==> config.mk <==
export PLATFORM = sky130hd
export DESIGN_NAME = counter_updown_mod
export DESIGN_NICKNAME = d
export VERILOG_FILES = /design/src/rtl/counter_pkg.sv /design/src/rtl/counter_next_calc.sv /design/src/rtl/counter_updown_mod.sv
export SDC_FILE = /design/constraint.sdc
export NUM_CORES = 1
export LEC_CHECK = 0
export ABC_CLOCK_PERIOD_IN_PS = 2550
export BUFFER_PORTS_ARGS = -buffer_cell sky130_fd_sc_hd__buf_4
export CAP_MARGIN = 20
export CORE_AREA = 2 2 39 41
export DETAILED_ROUTE_END_ITERATION = 16
export DIE_AREA = 0 0 41 43
export HOLD_SLACK_MARGIN = 0.03
export PLACE_DENSITY = 0.72
export SLEW_MARGIN = 20
export SYNTH_ARGS = -nofsm -noshare
export SYNTH_HDL_FRONTEND = slang
export SYNTH_SLANG_ARGS = --single-unit
export TNS_END_PERCENT = 10
==> constraint.sdc <==
create_clock -name clk -period 2.55 [get_ports clk]
set_clock_uncertainty 0.1 [all_clocks]
set_input_delay 0.1275 -clock clk [delete_from_list [all_inputs] [get_ports clk]]
set_output_delay 0.1275 -clock clk [all_outputs]
set_load 0.01 [all_outputs]
==> src/rtl/counter_pkg.sv <==
// Shared types and parameter-legality helper for the up/down event counter.
package counter_pkg;

   typedef enum logic {
      DIR_DOWN = 1'b0,
      DIR_UP   = 1'b1
   } count_dir_e;

   typedef enum logic {
      MODE_WRAP = 1'b0,
      MODE_SAT  = 1'b1
   } bound_mode_e;

   localparam int MIN_WIDTH  = 1;
   localparam int MAX_WIDTH  = 32;
   localparam longint MIN_MODULO = 2;

   // 64-bit arithmetic so MODULO may equal 2**32 when WIDTH is 32.
   function automatic bit modulo_legal(input int width, input longint modulo);
      longint span;
      if (width < MIN_WIDTH || width > MAX_WIDTH) begin
         return 1'b0;
      end
      span = longint'(1) << width;
      return (modulo >= MIN_MODULO) && (modulo <= span);
   endfunction

endpackage

==> src/rtl/counter_next_calc.sv <==
// Combinational step of the counter: next value and bound detection for one enabled edge.
module counter_next_calc
   import counter_pkg::*;
#(
   parameter int               WIDTH   = 4,
   parameter logic [WIDTH-1:0] MAX_VAL = '1
) (
   input  logic [WIDTH-1:0] cnt,
   input  logic             en,
   input  logic             up_dn,
   input  logic             sat_mode,
   output logic [WIDTH-1:0] next_cnt,
   output logic             hit_bound
);

   count_dir_e  dir;
   bound_mode_e mode;

   assign dir  = count_dir_e'(up_dn);
   assign mode = bound_mode_e'(sat_mode);

   // Bounds are checked before stepping so a short modulus never relies on natural rollover.
   always_comb begin
      next_cnt  = cnt;
      hit_bound = 1'b0;
      if (en) begin
         if (dir == DIR_UP) begin
            if (cnt == MAX_VAL) begin
               hit_bound = 1'b1;
               if (mode == MODE_WRAP) begin
                  next_cnt = '0;
               end
            end else begin
               next_cnt = cnt + WIDTH'(1);
            end
         end else begin
            if (cnt == '0) begin
               hit_bound = 1'b1;
               if (mode == MODE_WRAP) begin
                  next_cnt = MAX_VAL;
               end
            end else begin
               next_cnt = cnt - WIDTH'(1);
            end
         end
      end
   end

endmodule

==> src/rtl/counter_updown_mod.sv <==
// General-purpose up/down counter with wrap/saturate, load, clear, terminal-count pulse
// and sticky overflow; WIDTH=4/MODULO=16 behaves as the legacy 4-bit enable counter.
module counter_updown_mod
   import counter_pkg::*;
#(
   parameter int     WIDTH  = 4,
   parameter longint MODULO = 16
) (
   input  logic             clk,
   input  logic             rst_n,
   input  logic             clr,
   input  logic             load,
   input  logic [WIDTH-1:0] load_val,
   input  logic             en,
   input  logic             up_dn,
   input  logic             sat_mode,
   output logic [WIDTH-1:0] cnt,
   output logic             tc,
   output logic             ovf,
   output logic             load_err,
   output logic             at_max,
   output logic             at_min
);

   if (!modulo_legal(WIDTH, MODULO)) begin : g_param_err
      $fatal(1, "counter_updown_mod: illegal WIDTH/MODULO combination");
   end

   localparam logic [WIDTH-1:0] MAX_VAL = WIDTH'(MODULO - 1);
   localparam logic [WIDTH:0]   MOD_EXT = (WIDTH + 1)'(MODULO);

   logic [WIDTH-1:0] cnt_q, cnt_d;
   logic             tc_q, tc_d;
   logic             ovf_q, ovf_d;
   logic             load_err_q, load_err_d;
   logic [WIDTH-1:0] step_cnt;
   logic             step_hit;
   logic             load_ok;

   counter_next_calc #(
      .WIDTH   (WIDTH),
      .MAX_VAL (MAX_VAL)
   ) u_next (
      .cnt       (cnt_q),
      .en        (en),
      .up_dn     (up_dn),
      .sat_mode  (sat_mode),
      .next_cnt  (step_cnt),
      .hit_bound (step_hit)
   );

   assign load_ok = ({1'b0, load_val} < MOD_EXT);

   // Priority clr > load > en; pulses fall back to 0 unless an action raises them.
   always_comb begin
      cnt_d      = cnt_q;
      ovf_d      = ovf_q;
      tc_d       = 1'b0;
      load_err_d = 1'b0;
      if (clr) begin
         cnt_d = '0;
         ovf_d = 1'b0;
      end else if (load) begin
         if (load_ok) begin
            cnt_d = load_val;
         end else begin
            load_err_d = 1'b1;
         end
      end else if (en) begin
         cnt_d = step_cnt;
         if (step_hit) begin
            tc_d  = 1'b1;
            ovf_d = 1'b1;
         end
      end
   end

   always_ff @(posedge clk) begin
      if (!rst_n) begin
         cnt_q      <= '0;
         tc_q       <= 1'b0;
         ovf_q      <= 1'b0;
         load_err_q <= 1'b0;
      end else begin
         cnt_q      <= cnt_d;
         tc_q       <= tc_d;
         ovf_q      <= ovf_d;
         load_err_q <= load_err_d;
      end
   end

   assign cnt      = cnt_q;
   assign tc       = tc_q;
   assign ovf      = ovf_q;
   assign load_err = load_err_q;
   assign at_max   = (cnt_q == MAX_VAL);
   assign at_min   = (cnt_q == '0);

endmodule

==> flow_metrics.tcl <==
set metrics [dict create \
    crit_path_cell_trace "inv_1 -> ha_1 -> or4b_4 -> a21oi_1 -> a211oi_1 -> a211oi_1" \
    dr_total_vias 489 \
    worstReg2RegStart "cnt[0]" \
    synth_top_area_share_pct 23.88 \
    fmax_mhz 498.6 \
    syn_area_um2 503.0 \
    worstHoldStart "load_val[2]" \
    setup_tns_ps 0 \
    cts_resized 0 \
    antenna_found_initial 0 \
    crit_path_top_delay_cell "or4b_4" \
    finalSetupViolCount 0 \
    reg2regPathDepth 6 \
    min_to "cnt[2]" \
    holdCritPathClass "primary input to flop" \
    whs_path_depth 3 \
    placementRows 14 \
    synth.net_count 71 \
    dr.pass1.iters 4 \
    peakVddDrop_mv 0.1795 \
    hold_viol_final 0 \
    cp-start-kind "flop" \
    r2r-end "cnt[3]" \
    ant_nets 0 \
    path_class "flop to flop" \
    rsz0062_at_grt "no" \
    final_util_pct 46.84 \
    antenna_cells 0 \
    overflow 0 \
    required_ps 2610 \
    path_max_fanout 9 \
    grt_max_degree 16 \
    drive_gt1_share_pct 39.19 \
    leakage_uw 0.0002826 \
    boundaryPins 20 \
    drv_cap 0 \
    wl_per_cell_um 12.43 \
    clock_sinks 6 \
    dp_hpwl_um 830.6 \
    via_per_inst 5.433 \
    cpPeakStageDelay_ps 510 \
    dp_slack_ps 584.2 \
    run_status "completed" \
    ys_async_sr_fraction_pct 0 \
    clk_pin_slew_ps 50 \
    clk_latency_ps 250 \
    synth_common_cells "dfxtp_1, a211oi_1, inv_1" \
    cp_common_cell "a211oi_1" \
    ys.warnings.count 0 \
    cts_setup_buffers 0 \
    core_area_um2 1384 \
    maxSlewViolCount 0 \
    dieArea_um2 1763 \
    ctsHtreeMaxLevel 1 \
    portBuffers 18 \
    grt_use_total_pct 14.89 \
    die_w_um 41 \
    period_share_pct 78.65 \
    r2r_slack_ps 540 \
    power_density_nw_per_um2 433.1 \
    cts_made_buffers 3 \
    synth-edff-count 0 \
    start_util_pct 36.35 \
    yosysMostFrequentCell "dfxtp_1" \
    post_synth_inst_count 58 \
    yosysSeqAreaShare_pct 23.88 \
    synth_ff_type "dfxtp_1" \
    worst_slack_ps 544.4 \
    crit_buf_inv 1 \
    grt_pass1_vias 381 \
    syn_avg_cell_area_um2 8.672 \
    cts_hold_buf 0 \
    cts.path.max_buffers 2 \
    die_h_um 43 \
    arrival_ps 2060 \
    drc_errors 0 \
    gp_congestion 0.7332 \
    root_buffer "clkbuf_4" \
    nNetsFinal 89 \
    ys_types 35 \
    ys_ff_latch 6 \
    synth_top_cell_by_area "dfxtp_1" \
    grt_pass1_wl_um 1718 \
    ys_top_cells_by_area "dfxtp_1, a211oi_1, ha_1" \
    cts_tree "yes" \
    dr.first_iter.drc_count 8 \
    cp_top_family "compound AO/OA/AOI/OAI gates" \
    area_growth_pct 28.86 \
    critPathCaptureType "flop" \
    wl_um 1119 \
    min_period_ps 2006 \
]
## state kept, by name, summed over array words and instances, names as in the netlist
| name | cells |
|---|---|
| cnt | 4 |
| ovf | 1 |
| tc | 1 |
## area by class of cell
type | instances | area [um^2]
multi-input combinational | 43 | 335.3
inverter | 4 | 15.01
fill | 147 | 735.7
tap | 16 | 20.02
timing repair buffer | 18 | 135.1
sequential | 6 | 120.1
clock buffer | 3 | 22.52
## worst max path at each step
stage	startpoint	endpoint	slack, ps	cells after the start
after floorplan	cnt[0]	cnt[2]	640	6
after global placement	cnt[0]	cnt[2]	600	6
after detailed placement	cnt[0]	cnt[2]	580	6
after CTS	cnt[0]	cnt[3]	540	6
after global routing	cnt[0]	cnt[3]	420	6
final	cnt[0]	cnt[3]	540	6
## report_power, final
part	internal (uW)	switching, uW	total (uW)	leakage (uW)
registers	98.3	8.56	107	0.0000490
clock network	53.6	39.1	92.7	0.0000138
logic	44.0	37.1	81.1	0.000220
total	196	84.8	281	0.000283
## metal layers
layer  track usage (%)  part of all wire, %  up-vias
met4             10.00                  2.1        0
met1             18.12                   47      217
met5                 0                    0        -
met3             6.283                  5.1        4
met2             20.31                   46       15
li1                  -                    -      253
## placed cells by master, fill, tap and decap left out, types with 2 or more instances in the layout
cell       n
o21ai_0    2
clkbuf_4   3
nor2_1     3
inv_1      4
a211oi_1   5
buf_4     18
ha_1       2
nand2_1    3
nand2b_1   2
dfxtp_1    6
nor3_1     3
a21oi_1    2
## stage by stage
| stage | instances | hold slack [ps] | power, uW | area, um^2 |
|---|---|---|---|---|
| floorplan | 58 | 102.3 | 161.2 | 503.0 |
| global placement | 87 | 316.2 | 188.9 | 625.6 |
| detailed placement | 87 | 313.4 | 189.4 | 625.6 |
| CTS | 90 | 53.75 | 285.0 | 648.1 |
| global route | 90 | 70.15 | 300.1 | 648.1 |
| finish | 90 | 56.22 | 280.7 | 648.1 |
## kinds of logic (layout without fill, tap and decap cells)
| group | Yosys count | after routing | share of synthesized area (%) |
|---|---|---|---|
| adder cells (fa/ha/maj) | 2 | 2 | 4.974 |
| flip-flops | 6 | 6 | 23.88 |
| buffers and inverters | 9 | 25 | 9.452 |
| AND/OR/NAND/NOR | 19 | 19 | 24.13 |
| AO/OA/AOI/OAI | 19 | 19 | 32.84 |
| multiplexers | 1 | 1 | 2.239 |
| XOR/XNOR | 1 | 1 | 1.742 |
| other | 1 | 1 | 0.7456 |
## worst reg2reg max path, stage by stage, from the launching register on
cell and delay [ps]:
dfxtp_1 380, inv_1 90, ha_1 220, or4b_4 510, a21oi_1 270, a211oi_1 100
a211oi_1 250
Power figures use the tool's default switching activity.
